<file path="config.mk">
export PLATFORM = sky130hd
export DESIGN_NAME = column_sync_ctrl_flat
export DESIGN_NICKNAME = d
export VERILOG_FILES = /design/src/rtl/column_sync_ctrl_pkg.sv /design/src/rtl/column_sync_ctrl_if.sv /design/src/rtl/heat_color_map.sv /design/src/rtl/column_sync_ctrl.sv /design/src/flat_wrapper.sv
export SDC_FILE = /design/constraint.sdc
export NUM_CORES = 1
export LEC_CHECK = 0
export ABC_AREA = 1
export CAP_MARGIN = 0
export CORE_MARGIN = 3
export CORE_UTILIZATION = 53
export DETAILED_ROUTE_END_ITERATION = 8
export HOLD_SLACK_MARGIN = 0.03
export PLACE_DENSITY = 0.85
export SLEW_MARGIN = 15
export SYNTH_ARGS = -nofsm -noshare
export SYNTH_HDL_FRONTEND = slang
export SYNTH_HIERARCHICAL = 1
export SYNTH_SLANG_ARGS = --single-unit
</file>
<file path="constraint.sdc">
create_clock -name clk -period 6.4 [get_ports clk]
set_clock_uncertainty 0.05 [all_clocks]
set_input_delay 0.96 -clock clk [delete_from_list [all_inputs] [get_ports clk]]
set_output_delay 0.96 -clock clk [all_outputs]
set_load 0.01 [all_outputs]
</file>
<file path="src/rtl/column_sync_ctrl_pkg.sv">
// Shared definitions for the column sweep controller: state codes, node fixed-point
// format and RGB332 field layout.
package column_sync_ctrl_pkg;

  localparam int FX_W    = 32;
  localparam int FX_FRAC = 27;
  // Heat level is taken from the top three integer bits of the magnitude.
  localparam int LVL_LSB = FX_FRAC + 1;

  localparam int RGB_R_LSB = 5;
  localparam int RGB_R_W   = 3;
  localparam int RGB_G_LSB = 2;
  localparam int RGB_G_W   = 3;
  localparam int RGB_B_LSB = 0;
  localparam int RGB_B_W   = 2;

  localparam logic [2:0] ST_IDLE       = 3'd0;
  localparam logic [2:0] ST_INIT_WAIT  = 3'd1;
  localparam logic [2:0] ST_START      = 3'd2;
  localparam logic [2:0] ST_CLEAR      = 3'd3;
  localparam logic [2:0] ST_WAIT_FLAGS = 3'd4;
  localparam logic [2:0] ST_CAPTURE    = 3'd5;
  localparam logic [2:0] ST_NEXT       = 3'd6;
  localparam logic [2:0] ST_DONE       = 3'd7;

  typedef struct packed {
    logic [7:0] row;
    logic [7:0] col;
  } pix_addr_t;

  // |v| with the most negative code clamped to the largest positive code.
  function automatic logic [FX_W-1:0] sat_abs(input logic [FX_W-1:0] v);
    logic [FX_W-1:0] n;
    n = ~v + 1'b1;
    if (!v[FX_W-1])
      return v;
    else if (n[FX_W-1])
      return {1'b0, {(FX_W-1){1'b1}}};
    else
      return n;
  endfunction

endpackage

</file>
<file path="src/rtl/column_sync_ctrl_if.sv">
// Column and pixel-sink bus of the sweep controller; master is the controller side.
interface column_sync_ctrl_if import column_sync_ctrl_pkg::*; #(
  parameter int NUM_COLS = 8
);
  logic                     start;
  logic [NUM_COLS-1:0]      init_vec;
  logic [NUM_COLS-1:0]      flag_vec;
  logic [FX_W*NUM_COLS-1:0] node_center_bus;
  logic                     pix_we;
  logic                     pix_ready;
  logic [15:0]              pix_addr;
  logic [7:0]               pix_data;

  modport master (
    output start, pix_we, pix_addr, pix_data,
    input  init_vec, flag_vec, node_center_bus, pix_ready
  );

  modport slave (
    input  start, pix_we, pix_addr, pix_data,
    output init_vec, flag_vec, node_center_bus, pix_ready
  );
endinterface

</file>
<file path="src/rtl/heat_color_map.sv">
// Signed 1.4.27 node value to RGB332: positive values shade red, negative shade blue.
module heat_color_map import column_sync_ctrl_pkg::*; (
  input  logic [FX_W-1:0] value,
  output logic [7:0]      color
);
  logic [FX_W-1:0] mag;
  logic [2:0]      lvl;

  assign mag = sat_abs(value);
  assign lvl = mag[LVL_LSB +: 3];

  // A non-zero level implies a non-zero value, so the sign bit alone picks the hue.
  always_comb begin
    color = '0;
    if (lvl != 3'd0) begin
      if (!value[FX_W-1])
        color[RGB_R_LSB +: RGB_R_W] = lvl;
      else
        color[RGB_B_LSB +: RGB_B_W] = lvl[2:1];
    end
  end
endmodule

</file>
<file path="src/rtl/column_sync_ctrl.sv">
// Lock-step row sweep over NUM_COLS build_column instances, with optional per-row
// pixel capture of the column node values into a frame buffer.
module column_sync_ctrl import column_sync_ctrl_pkg::*; #(
  parameter int NUM_COLS = 8,
  parameter int ITER_W   = 16
) (
  input  logic                   clk,
  input  logic                   reset,
  input  logic                   run,
  input  logic [7:0]             height,
  input  logic [ITER_W-1:0]      iter_limit,
  input  logic                   capture_en,
  column_sync_ctrl_if.master     cb,
  output logic [7:0]             row_idx,
  output logic [ITER_W-1:0]      sweep_count,
  output logic                   busy,
  output logic                   sweep_done
);
  localparam int COL_W = (NUM_COLS > 1) ? $clog2(NUM_COLS) : 1;

  logic [2:0]                     state;
  logic [COL_W-1:0]               col;
  logic [NUM_COLS-1:0][FX_W-1:0]  snap;
  logic [FX_W-1:0]                sel_word;
  logic [7:0]                     color;
  logic                           wrap;
  logic                           last_col;
  logic [ITER_W-1:0]              next_count;
  pix_addr_t                      addr;

  assign wrap       = (row_idx == height);
  assign next_count = sweep_count + {{(ITER_W-1){1'b0}}, wrap};
  assign last_col   = (col == COL_W'(NUM_COLS-1));
  assign sel_word   = snap[col];

  heat_color_map u_cmap (
    .value (sel_word),
    .color (color)
  );

  assign addr.row    = row_idx;
  assign addr.col    = 8'(col);
  assign cb.start    = (state == ST_START);
  assign cb.pix_we   = (state == ST_CAPTURE);
  assign cb.pix_addr = addr;
  assign cb.pix_data = color;
  assign busy        = (state != ST_IDLE) && (state != ST_DONE);

  always_ff @(posedge clk) begin
    if (reset) begin
      state       <= ST_IDLE;
      col         <= '0;
      snap        <= '0;
      row_idx     <= '0;
      sweep_count <= '0;
      sweep_done  <= 1'b0;
    end else begin
      sweep_done <= 1'b0;
      case (state)
        ST_IDLE:       if (run) state <= ST_INIT_WAIT;
        ST_INIT_WAIT:  if (&cb.init_vec) state <= ST_START;
        ST_START:      state <= ST_CLEAR;
        // Columns drop their done flags on the start edge; skipping one cycle
        // keeps last row's flags from satisfying the wait below.
        ST_CLEAR:      state <= ST_WAIT_FLAGS;
        ST_WAIT_FLAGS: if (&cb.flag_vec) begin
          snap  <= cb.node_center_bus;
          col   <= '0;
          state <= capture_en ? ST_CAPTURE : ST_NEXT;
        end
        ST_CAPTURE:    if (cb.pix_ready) begin
          if (last_col) begin
            col   <= '0;
            state <= ST_NEXT;
          end else begin
            col <= col + 1'b1;
          end
        end
        ST_NEXT: begin
          row_idx     <= wrap ? 8'd0 : row_idx + 8'd1;
          sweep_count <= next_count;
          sweep_done  <= wrap;
          if ((iter_limit != '0) && (next_count == iter_limit))
            state <= ST_DONE;
          else if (!run)
            state <= ST_IDLE;
          else
            state <= ST_START;
        end
        ST_DONE:       if (!run) state <= ST_IDLE;
        default:       state <= ST_IDLE;
      endcase
    end
  end
endmodule
</file>
<file path="src/flat_wrapper.sv">
// flat-port wrapper written by rule: the top's interface ports become plain ports
module column_sync_ctrl_flat import column_sync_ctrl_pkg::*;
#(
  parameter int NUM_COLS = 8,
  parameter int ITER_W   = 16
)
  (clk, reset, run, height, iter_limit, capture_en, row_idx, sweep_count, busy, sweep_done, cb_start, cb_pix_we, cb_pix_addr, cb_pix_data, cb_init_vec, cb_flag_vec, cb_node_center_bus, cb_pix_ready);
  column_sync_ctrl_if #(.NUM_COLS(NUM_COLS)) cb_i ();
  input  logic clk;
  input  logic reset;
  input  logic run;
  input  logic [7:0] height;
  input  logic [ITER_W-1:0] iter_limit;
  input  logic capture_en;
  output logic [7:0] row_idx;
  output logic [ITER_W-1:0] sweep_count;
  output logic busy;
  output logic sweep_done;
  output wire logic [$bits(cb_i.start)-1:0] cb_start;
  output wire logic [$bits(cb_i.pix_we)-1:0] cb_pix_we;
  output wire logic [$bits(cb_i.pix_addr)-1:0] cb_pix_addr;
  output wire logic [$bits(cb_i.pix_data)-1:0] cb_pix_data;
  input wire logic [$bits(cb_i.init_vec)-1:0] cb_init_vec;
  input wire logic [$bits(cb_i.flag_vec)-1:0] cb_flag_vec;
  input wire logic [$bits(cb_i.node_center_bus)-1:0] cb_node_center_bus;
  input wire logic [$bits(cb_i.pix_ready)-1:0] cb_pix_ready;
  assign cb_start = cb_i.start;
  assign cb_pix_we = cb_i.pix_we;
  assign cb_pix_addr = cb_i.pix_addr;
  assign cb_pix_data = cb_i.pix_data;
  assign cb_i.init_vec = cb_init_vec;
  assign cb_i.flag_vec = cb_flag_vec;
  assign cb_i.node_center_bus = cb_node_center_bus;
  assign cb_i.pix_ready = cb_pix_ready;
  column_sync_ctrl #(.NUM_COLS(NUM_COLS), .ITER_W(ITER_W)) u_core (.clk(clk), .reset(reset), .run(run), .height(height), .iter_limit(iter_limit), .capture_en(capture_en), .cb(cb_i), .row_idx(row_idx), .sweep_count(sweep_count), .busy(busy), .sweep_done(sweep_done));
endmodule
</file>
# Word-level counts from Yosys, hierarchy flattened
# Index checks and enable logic that the tools add are counted.
[classes] n_addsub=4 magnitude_cmp=1 n_eq_ne=17 muxes=23 bitwise=2 n_reduce_logical=13
[op_table] op="32-bit binary-select mux with 3-bit select" n=1
[op_table] op="31-bit two-way mux" n=2
[op_table] op="3-bit two-way mux" n=12
[op_table] op="32-bit by 1-bit adder with 32-bit output, second input constant" n=1
[op_table] op="32-bit two-way mux" n=1
[op_table] op="32-bit NOT" n=1
[op_table] op="3-bit case mux with 8 select lines" n=1
[op_table] op="16-bit by 1-bit adder with 16-bit output" n=1
[op_table] op="16-bit equality test" n=1
[op_table] op="8-bit AND reduction" n=2
[op_table] op="16-bit nonzero test" n=1
[op_table] op="3-bit equality test, second input constant" n=5
[op_table] op="9-bit AND reduction" n=1
[op_table] op="8-bit by 1-bit adder with 8-bit output, second input constant" n=1
[op_table] op="8-bit equality test" n=1
[op_table] op="2-bit two-way mux" n=4
[op_table] op="8-bit two-way mux" n=1
[op_table] op="2-bit by 1-bit != test with 1-bit output, second input constant" n=4
[op_table] op="3-bit by 2-bit equality test with 1-bit output, second input constant" n=2
[op_table] op="3-bit case mux with 2 select lines" n=1
[op_table] op="6-bit AND reduction" n=1
[op_table] op="3-bit nonzero test" n=2
[op_table] op="3-bit by 4-bit < comparator with 1-bit output, second input constant" n=1
[op_table] op="2-bit != test, second input constant" n=2
[op_table] op="9 further kinds" n=10
[word_totals] reg_bits=287 inputBits=301 output_inout_bits=52 elab_cells=73

# Logic depth before layout (Yosys ltp)
# Gate-level depths: netlist of run 1.
[depth] ltp_word=8 depth_mapped=21 ltp_nobuf=21

# Hierarchy
# Netlist of run 1, hierarchy kept.
[by_module_without_submodules] module="column_sync_ctrl" n_inst=1 cells_each=1988 area_each_um2=13556.8 seq_area_each_um2=5745.5
[by_module_without_submodules] module="heat_color_map" n_inst=1 cells_each=51 area_each_um2=220.2 seq_area_each_um2=0.0

# Worst setup path after synthesis of run 1
# Ideal clock, no wire load.
[synth_timing] kind="reg2out" from="register u_core.col[0]" to="output port cb_pix_data[0]" arrival_ps=2024 required_time_ps=5390 setup_slack_ps=3366 stages_incl_launch_ff=16 path_buffers=3 cell_sequence="dfxtp_1 clkbuf_1 clkbuf_1 buf_2 nor2_1 nor2_1 o21ai_0 a31oi_1 nor2_1 nand2_1 nor2_1 nand2_1 o21ai_0 nand3_1 nand2_1 inv_1"
[synth_via] elab_chain_cells=8 elab_cells_between_ends=9 classes_between="1 x add/sub; 6 x mux; 1 x bitwise; 1 x reduce/logical"
[synth_lines] item="from (decl)" line="column_sync_ctrl.sv:22" rtl="logic [COL_W-1:0] col;"
[synth_lines] item="from (signal assigned)" line="column_sync_ctrl.sv:76" rtl="col <= col + 1'b1;"
[synth_lines] item="32-bit binary-select mux with 3-bit select *" line="column_sync_ctrl.sv:34" rtl="assign sel_word = snap[col];"
[synth_lines] item="32-bit two-way mux (implied by the code) *" line="column_sync_ctrl.sv:34"
[synth_lines] item="via u_core.sel_word[28]" line="column_sync_ctrl.sv:24" rtl="logic [FX_W-1:0] sel_word;"
[synth_lines] item="32-bit NOT" line="column_sync_ctrl_pkg.sv:34" rtl="n = ~v + 1'b1;"
[synth_lines] item="32-bit by 1-bit adder with 32-bit output" line="column_sync_ctrl_pkg.sv:34"
[synth_lines] item="31-bit two-way mux" line="column_sync_ctrl_pkg.sv:37" rtl="else if (n[FX_W-1])"
[synth_lines] item="31-bit two-way mux *" line="column_sync_ctrl_pkg.sv:35" rtl="if (!v[FX_W-1])"
[synth_lines] item="3-bit nonzero test / 2-bit two-way mux (equally long branches)" line="heat_color_map.sv:15, heat_color_map.sv:16"
[synth_lines] item="2-bit two-way mux *" line="heat_color_map.sv:15" rtl="if (lvl != 3'd0) begin"
[synth_lines] item="to (decl)" line="flat_wrapper.sv:22" rtl="output wire logic [$bits(cb_i.pix_data)-1:0] cb_pix_data;"
# Mark *: on every way through the listed nets, which the timed path passes. The rest lies on a longest branch. The select of a mux whose other input is x is not followed.

# Final worst setup path of run 1
[layout_timing] from="register u_core.col[0]" to="output port cb_pix_data[1]"
[layout_via] elab_chain_cells=8 elab_cells_between_ends=9 classes_between="1 x add/sub; 6 x mux; 1 x bitwise; 1 x reduce/logical"
[layout_lines] item="32-bit binary-select mux with 3-bit select *" line="column_sync_ctrl.sv:34"
[layout_lines] item="32-bit two-way mux (implied by the code) *" line="column_sync_ctrl.sv:34"
[layout_lines] item="via u_core.sel_word[18]" line="column_sync_ctrl.sv:24"
[layout_lines] item="32-bit NOT *" line="column_sync_ctrl_pkg.sv:34"
[layout_lines] item="32-bit by 1-bit adder with 32-bit output *" line="column_sync_ctrl_pkg.sv:34"
[layout_lines] item="31-bit two-way mux *" line="column_sync_ctrl_pkg.sv:37"
[layout_lines] item="31-bit two-way mux *" line="column_sync_ctrl_pkg.sv:35"
[layout_lines] item="3-bit nonzero test / 2-bit two-way mux (equally long branches)" line="heat_color_map.sv:15, heat_color_map.sv:16"
[layout_lines] item="2-bit two-way mux *" line="heat_color_map.sv:15"
# Marked as above.

==> impl_results.md, run 1 <==
* Setup bufs post-CTS at 0
* Fin crit period at 5.509 ns
* Share of cells above drive strength 1 at 4.097%
* Critical Path AT at 4.50 ns
* Worst path required time at 5.39 ns
* Antenna violations before repair at 0
* Total Routed Length at 49610 µm
* Combinational fraction of design power at 18.0%
* HPWL Detailed at 35180 µm
* Worst r2r path cells at 6
* Final Hold Viols at 0
* Worst setup margin at 0.8907 ns
* Min-delay src: u_core/snap[32]
* Number of remaining DRC errors at 0
* RePlAce Congestion at 0.9912
* Final period utilization at 86.08%
* Leakage power at 7.090 nW
* Worst-path fanout max at 58
* Start of the worst register-to-register path: u_core/state[1]
* Design Power at 4.377 mW
* CP endpoint kind: output pin
* Worst Max-Slew Pin Slew at 1.108 ns
* Post-route ant nets at 0
* CTS Sinks at 287
* Clk Latency, worst-skew pair at 0.55 ns
* IO Pins at 353
* P_sw at 1.164 mW
* Final setup violation count at 0
* Netlist cell types at 42
* Power Internal at 3.213 mW
* Peak supply drop at 0.2032 mV
* RSZ-0062 raised after global routing: false
* Final Cell Area at 18030 µm²
* Drt wl/cell at 19.07 µm
* Vias per cell at 5.870
* Hold/Removal Path Class: reg2reg
* Largest net degree at the start of global routing at 139
* # Max-Cap Violations at 0
* Synth-to-Final Area Change at 30.89%
* Setup CP Type: reg2out
* Port bufs at 344
* Hold_buf cts at 0
* F_max at 0.1815 GHz
* GRT overflow at 0
* Die H at 167.2 µm
* Pre-CTS WS at 1.676 ns
* All-Layer GR Usage at 33.43%
* Mapped Avg Cell Area at 6.757 µm²
* Hold-critical path endpoint: u_core/snap[32]
* Cell Pwr Density at 242.7 nW/µm²
* Row Count at 58
* Yosys synthesis warning count at 6
* Vias in the first global route at 13903
* Number of flops mapped to enable cells by yosys at 0
* Die area at 27960 µm²
* RR Endpoint: u_core/snap[183]
* Clock Path Buffers at 3
* DIE WIDTH at 167.2 µm
* Net Sw Frac at 26.59%
* First-pass GRT wire length at 75600 µm
* Worst Hold Depth at 2
* Top FF cell, synth: dfxtp_1
* Asr flop ratio synth at 0%
* Flop pwr share at 41.6%
* Initial Utilization at 54.24%
* Post-Synthesis Cells at 2039
* Core region area at 25400 µm²
* Clock share of power at 40.5%
* Mapped Area at 13780 µm²
* FF+latch count, synth at 287
* H-tree depth at 1
* TritonRoute pass-1 iters at 6
* CTS Buf Count at 30
* Vias at 15269
* Drt first-iter violations at 1635
* Startpoint types: flop
* CTS tree: yes
* CTS resizes at 0
* Fin Setup TNS at 0 ns
* Flop2flop setup slack at 3.01 ns
* Slew margin rel. at 26.11%
* Max-slew violations at 0
* Placed Instance Area at 17030 µm²
* Root buf cell: clkbuf_16
* Status: completed
* Nets at 2557
* Sequential area share after synthesis at 41.70%
* Clock-pin slew on the worst setup and hold paths at 0.06 ns
==> through the flow <==
stage                     std cells  util (%)  hold slack [ns]
after floorplan                2045         -           0.4096
after global placement         2549     67.04           0.4426
after detailed placement       2549     67.04           0.4440
after CTS                      2600     70.99           0.4627
after global routing           2600     70.99           0.4906
final                          2601     71.00           0.4629
==> state kept, by name, indices dropped and copies added, names as in the netlist <==
name	flops
u_core/sweep_count	16
u_core/state	3
u_core/snap	256
u_core/col	3
u_core/row_idx	8
u_core/sweep_done	1
==> placed cells by master, fill, tap and decap left out, drive strengths merged <==
| cell type | synthesis | final |
|---|---|---|
| xnor3 | 1 | 1 |
| a211oi | 4 | 4 |
| dfxtp | 287 | 287 |
| nor4 | 2 | 2 |
| or2 | 3 | 3 |
| nor3 | 260 | 260 |
| clkdlybuf4s50 | 0 | 344 |
| nor3b | 3 | 3 |
| clkinv | 1 | 5 |
| ha | 5 | 5 |
| clkbuf | 154 | 42 |
| buf | 30 | 14 |
| diode | 0 | 1 |
| inv | 68 | 68 |
| conb | 2 | 8 |
| o21a | 1 | 1 |
| a2111oi | 1 | 1 |
| nor2 | 550 | 550 |
| nand3b | 1 | 1 |
| nand2 | 107 | 107 |
| a21oi | 18 | 18 |
| o22ai | 32 | 32 |
| xnor2 | 7 | 7 |
| o21bai | 1 | 1 |
| clkinvlp | 0 | 2 |
| xor2 | 4 | 4 |
| a21boi | 1 | 1 |
| nand3 | 37 | 37 |
| a31oi | 35 | 35 |
| o21ai | 404 | 404 |
| and2 | 2 | 2 |
| o211ai | 6 | 6 |
| nand4 | 12 | 12 |
| bufinv | 0 | 3 |
==> worst max path at each step <==
stage	cells past startpoint	endpoint	startpoint	slack (ns)
after detailed placement	16	cb_pix_data[0]	u_core/col[0]	1.68
final	14	cb_pix_data[1]	u_core/col[0]	0.89
after CTS	16	cb_pix_data[0]	u_core/col[0]	1.08
after global placement	16	cb_pix_data[0]	u_core/col[0]	1.66
after floorplan	15	cb_pix_data[0]	u_core/col[0]	3.37
after global routing	14	cb_pix_data[1]	u_core/col[0]	0.70
==> cells by family after synthesis <==
family | Yosys count | share of synthesized area, %
compound gates | 503 | 19.20
xor+xnor | 12 | 0.8627
fa+ha+maj | 5 | 0.4541
buf+inv | 253 | 7.447
flops | 287 | 41.70
other cells | 2 | 0.05451
simple gates | 977 | 30.28
==> cells in the mapped netlist, drive strengths merged, types with 4 or more instances <==
master | number | area (µm²)
ha | 5 | 62.56
a31oi | 35 | 219.0
xnor2 | 7 | 61.31
o21ai | 404 | 2022
clkbuf | 154 | 578.1
nand4 | 12 | 75.07
nor3 | 260 | 1313
nor2 | 550 | 2095
inv | 68 | 255.2
a211oi | 4 | 30.03
xor2 | 4 | 35.03
dfxtp | 287 | 5746
o211ai | 6 | 45.04
a21oi | 18 | 93.84
o22ai | 32 | 200.2
nand3 | 37 | 195.2
buf | 30 | 188.9
nand2 | 107 | 414.2
==> critical path, stage by stage (launching register included) <==
cell,delay (ns)
dfxtp_4,0.75
clkinv_2,0.44
buf_4,0.43
o21ai_0,0.22
o22ai_1,0.10
nor2_1,0.20
a31oi_1,0.09
nor2_1,0.25
nand2_1,0.08
nor2_1,0.17
nand2_1,0.11
nor2_2,0.14
nand2_1,0.06
a21boi_1,0.27
clkdlybuf4s50_1,0.62
==> area by class of cell <==
type,instances,area [µm²]
fillers,2132,7367
repair buffers,358,3548
clock buffers,42,877.1
diodes,1,2.502
inverters,69,265.3
flip-flops and latches,287,5751
clock inverters,9,125.1
multi-input cells,1505,7051
well taps,330,412.9
==> power by group through the flow <==
stage	Clock, mW	Sequential, mW	Combinational (mW)
2_1_floorplan	0	1.85	0.437
3_3_place_gp	0	1.86	0.764
3_5_place_dp	0	1.86	0.762
5_1_grt	1.85	1.82	0.846
6_report	1.77	1.82	0.787
4_1_cts	1.78	1.82	0.768
==> per-layer routing <==
layer  wire length [µm]  track usage [%]  up-vias
met4               1742            11.78        0
met3               4863            6.350      102
met1              20250            45.32     7063
met5                  0                0        -
li1                   -                -     7271
met2              22750            53.78      833
Power figures use the tool's default switching activity.
==> run 2: changes to the inputs <==
- CAP_MARGIN: 0 -> not set
- CTS_CLUSTER_DIAMETER: not set -> 40
==> impl_results.md, run 2 (synthesis results as in run 1) <==
* Status: completed
* F_max at 0.1837 GHz (+1.2%)
* RSZ-0062 raised after global routing: false
* RePlAce Congestion at 0.9912 (unchanged)
* TritonRoute pass-1 iters at 6 (unchanged)
* Synth-to-Final Area Change at 34.31%
* # Max-Cap Violations at 0 (unchanged)
* CP endpoint kind: output pin
* RR Endpoint: u_core/snap[147]
* Clock-pin slew on the worst setup and hold paths at 0.06 ns (about the same)
* Worst setup endpoint: cb_pix_data[1]
* CTS resizes at 0 (unchanged)
* First-pass GRT wire length at 76620 µm (+1.4%)
* Fin crit period at 5.444 ns (-0.06509 ns)
* IO Pins at 353 (unchanged)
* Drt first-iter violations at 2068 (+26%)
* Placed Instance Area at 17030 µm² (unchanged)
* Flop2flop setup slack at 2.89 ns (-0.12 ns)
* Initial Utilization at 54.24% (unchanged)
* Peak supply drop at 0.1746 mV (-14%)
* Final period utilization at 85.07% (-1.0 points)
* Vias in the first global route at 14150 (+1.8%)
* Most common cell after layout, fill and taps aside: nor2_1
* Startpoint types: flop
* Post-route ant nets at 0 (unchanged)
* Cell Pwr Density at 272.6 nW/µm² (+12%)
* Worst Hold Depth at 2 (unchanged)
* Fin Setup TNS at 0 ns (unchanged)
* Critical Path AT at 4.43 ns (-0.07 ns)
* Worst Max-Slew Pin Slew at 1.119 ns (+0.01108 ns)
* Top flop regs: u_core/snap (256), u_core/sweep_count (16), u_core/row_idx (8)
* Final setup violation count at 0 (unchanged)
* HPWL Detailed at 35180 µm (unchanged)
* Max-slew violations at 0 (unchanged)
* Die area at 27960 µm² (unchanged)
* Hold_buf cts at 0 (unchanged)
* Port bufs at 344 (unchanged)
* Final Cell Area at 18500 µm² (+2.6%)
* Worst-path fanout max at 58 (unchanged)
* Clock Path Buffers at 3 (unchanged)
* Leakage power at 7.317 nW (+3.2%)
* Root buf cell: clkbuf_16
* Die H at 167.2 µm (unchanged)
* Nets at 2566 (+0.35%)
* Setup bufs post-CTS at 0 (unchanged)
* Antenna violations before repair at 0 (unchanged)
* Largest register FFs at 256 (unchanged)
* Slew margin rel. at 25.37% (-0.74 points)
* All-Layer GR Usage at 33.91% (+0.48 points)
* CTS Buf Count at 39 (+30%)
* Setup CP Type: reg2out
* Most frequent cells in the layout: nor2_1, o21ai_0, clkdlybuf4s50_1, dfxtp_1, nor3_1
* Worst Setup SP: u_core/col[0]
* Drt wl/cell at 19.20 µm (+0.65%)
* Final Hold Viols at 0 (unchanged)
* Clk Latency, worst-skew pair at 0.51 ns (-0.04 ns)
* CTS tree: yes
* CTS Sinks at 287 (unchanged)
* GRT overflow at 0 (unchanged)
* Reg with most FFs: u_core/snap
* Vias at 15386 (+0.77%)
* Largest net degree at the start of global routing at 139 (unchanged)
* DIE WIDTH at 167.2 µm (unchanged)
* Share of cells above drive strength 1 at 4.891% (+0.79 points)
* Worst path required time at 5.39 ns (about the same)
* Hold/Removal Path Class: reg2reg
* Start of the worst register-to-register path: u_core/state[1]
* Number of remaining DRC errors at 0 (unchanged)
* Worst r2r path cells at 6 (unchanged)
* Row Count at 58 (unchanged)
* Total Routed Length at 50310 µm (+1.4%)
* Core region area at 25400 µm² (unchanged)
* H-tree depth at 2 (+1)
* Vias per cell at 5.870 (about the same)
[run 2: cell count changes in the layout (fill, tap and decap cells not counted)]
cell / before / now
bufinv_16: 3 / 10
clkbuf_1: 5 / 6
clkbuf_16: 31 / 41
clkbuf_8: 6 / 3
clkinv_4: 0 / 1
inv_6: 1 / 3
inv_8: 0 / 2
[run 2: power by group]
part	internal, mW	total [mW]	leakage (nW)	switching (mW)
clock	1.62	2.43	0.716	0.817
sequential	1.80	1.82	2.31	0.0236
combinational	0.352	0.790	4.29	0.437
[run 2: final cells by class]
cell class | instances | area, µm²
timing repair buffer | 358 | 3548
inverter | 69 | 265.3
antenna | 1 | 2.502
fill | 2053 | 6895
multi-input combinational | 1505 | 7051
clock inverter | 21 | 384.1
clock buffer | 50 | 1090
tap | 330 | 412.9
sequential | 287 | 5751
[run 2: metal layers]
metal  global-route usage [%]  wire, µm  share of wire (%)
met2                    54.22     22740                 45
met4                    12.63      2099                4.2
met1                    46.01     20640                 41
met3                    6.398      4834                9.6
met5                        0         0                  0
[run 2: how the worst min path moves through the flow]
| stage | startpoint | endpoint | slack (ns) |
|---|---|---|---|
| 2_1_floorplan | u_core/snap[50] | u_core/snap[50] | 0.41 |
| 3_3_place_gp | u_core/snap[189] | u_core/snap[189] | 0.44 |
| 3_5_place_dp | u_core/snap[219] | u_core/snap[219] | 0.44 |
| 4_1_cts | u_core/snap[177] | u_core/snap[177] | 0.46 |
| 5_1_grt | u_core/snap[131] | u_core/snap[131] | 0.49 |
| 6_report | u_core/snap[177] | u_core/snap[177] | 0.46 |
[run 2: worst max-delay path, cell delays in order, from the launching register on]
cell,delay (ns)
dfxtp_4,0.75
clkinv_2,0.44
buf_4,0.42
o21ai_0,0.22
o22ai_1,0.10
nor2_1,0.20
a31oi_1,0.09
nor2_1,0.24
nand2_1,0.08
nor2_1,0.16
nand2_1,0.11
nor2_2,0.15
nand2_1,0.07
a21boi_1,0.23
clkdlybuf4s50_1,0.60
[run 2: through the flow]
stage / hold slack (ns) / std cells / setup WS [ns] / util (%) / power (mW)
finish: 0.4629 / 2621 / 0.9558 / 72.85 / 5.044
global route: 0.4887 / 2620 / 0.7783 / 72.84 / 5.192
CTS: 0.4623 / 2620 / 1.106 / 72.84 / 5.031
detailed placement: 0.4440 / 2549 / 1.676 / 67.04 / 2.620
global placement: 0.4426 / 2549 / 1.665 / 67.04 / 2.622
floorplan: 0.4096 / 2045 / 3.366 / - / 2.283
==> RTL edit, RTL diff (flow settings as in run 2) <==
Register the output `sweep_count` once more, cleared by the reset; this adds one clock of latency there. The other outputs are not delayed to match.
--- a/src/rtl/column_sync_ctrl.sv
+++ b/src/rtl/column_sync_ctrl.sv
@@ -18,6 +18,8 @@
 );
   localparam int COL_W = (NUM_COLS > 1) ? $clog2(NUM_COLS) : 1;
 
+  logic [ITER_W-1:0] sweep_count_s0;
+
   logic [2:0]                     state;
   logic [COL_W-1:0]               col;
   logic [NUM_COLS-1:0][FX_W-1:0]  snap;
@@ -29,7 +31,7 @@
   pix_addr_t                      addr;
 
   assign wrap       = (row_idx == height);
-  assign next_count = sweep_count + {{(ITER_W-1){1'b0}}, wrap};
+  assign next_count = sweep_count_s0 + {{(ITER_W-1){1'b0}}, wrap};
   assign last_col   = (col == COL_W'(NUM_COLS-1));
   assign sel_word   = snap[col];
 
@@ -52,7 +54,7 @@
       col         <= '0;
       snap        <= '0;
       row_idx     <= '0;
-      sweep_count <= '0;
+      sweep_count_s0 <= '0;
       sweep_done  <= 1'b0;
     end else begin
       sweep_done <= 1'b0;
@@ -78,7 +80,7 @@
         end
         ST_NEXT: begin
           row_idx     <= wrap ? 8'd0 : row_idx + 8'd1;
-          sweep_count <= next_count;
+          sweep_count_s0 <= next_count;
           sweep_done  <= wrap;
           if ((iter_limit != '0) && (next_count == iter_limit))
             state <= ST_DONE;
@@ -92,4 +94,12 @@
       endcase
     end
   end
+  always_ff @(posedge clk) begin
+    if (reset) begin
+      sweep_count <= '0;
+    end else begin
+      sweep_count <= sweep_count_s0;
+    end
+  end
+
 endmodule
Behaviour: not the same (Yosys sat finds a counterexample within 10 cycles, from zero or initial values and one cycle with reset high).
==> RTL edit against run 2 <==
- sequential share of layout area up 1.2 points
- worst setup slack worse by 52 ps
- synthesized area up 3.0%
- count of clock-buffer cells in the layout down 5
- sequential cell count up 16
- final area up 1.8%
- power up 0.78%
- wire length up 4.2%
- largest cell class unchanged
- largest power group unchanged
- highest routed layer is now met5
==> RTL edit: results (changes against run 2) <==
pwr:
  p_sw_mw: 1.34  # was 1.28 mW
  comb_power_share_pct: 15.9  # was 15.7%
  pwr-share-clk_pct: 46.4  # was 48.3%
  p_leak_nw: 7.34  # was 7.32 nW
  irDropWorstVdd_mv: 0.239  # was 0.175 mV
global_route:
  grt_pass1_wl_microns: 79700  # was 76600 microns
  grtUsageMet3_pct: 5.78  # was 6.40%
  grt_max_degree: 145  # was 139
detailed_routing:
  routed.top_layer: "met5"  # was met4
  wirelength_microns: 52400  # was 50300 microns
  dr_wl_met3_microns: 4420  # was 4830 microns
  met1_length_microns: 20900  # was 20600 microns
  wl_per_cell_microns: 19.8  # was 19.2 microns
synthesis:
  ys_top_cells_by_area: "dfxtp_1 43%, nor2_1 15%, o21ai_0 14%"  # was dfxtp_1 42%, nor2_1 15%, o21ai_0 14%
  syn_area_per_cell_sq_um: 6.86  # was 6.76 sq um
  synth_cell_types: 38  # was 42
  synth-seq-area-share_pct: 42.7  # was 41.7%
placed_design:
  gp_congestion: 1.04  # was 0.991
  dp_cells: 2581  # was 2549
  pre_cts_ws_ps: 1570  # was 1680 ps
cts:
  insertion_delay_ps: 530  # was 510 ps
layout:
  reg.largest.list: "u_core/snap x256, u_core/sweep_count x16, u_core/sweep_count_s0 x16"  # was u_core/snap x256, u_core/sweep_count x16, u_core/row_idx x8
critical_path:
  cp_max_fo: 63  # was 58
  crit_slowest_cell: "clkinv_2"  # was dfxtp_4
outcome:
  status: "finished, final reports clean"  # unchanged
sta:
  worst_slack_ps: 904  # was 956 ps
## RTL edit: final timing paths
path                                                from                     to  slack [ps]  cells after the start
worst max-delay path                       u_core/col[0]         cb_pix_data[1]         900                     14
worst min-delay path            u_core/sweep_count_s0[0]  u_core/sweep_count[0]         380                      2
worst max register to register         u_core/row_idx[3]        u_core/state[2]        3320                     15
worst min register to register  u_core/sweep_count_s0[0]  u_core/sweep_count[0]         380                      2
## RTL edit: cell type report
cell class              count  area, sq um
clock buffers              45         1060
fillers                  2110         7370
diodes                      1         2.50
clock inverters            25          355
inverters                  67          265
repair buffers            357         3550
well taps                 335          419
flip-flops and latches    303         6070
multi-input cells        1519         7110
## RTL edit: cell families after synthesis
| kind of cell | share of synthesized area (%) |
|---|---|
| other | 0.0529 |
| flip-flops | 42.7 |
| adder cells (fa/ha/maj) | 0.441 |
| AND/OR/NAND/NOR | 30.0 |
| XOR/XNOR | 0.899 |
| AO/OA/AOI/OAI | 18.5 |
| buffers and inverters | 7.39 |
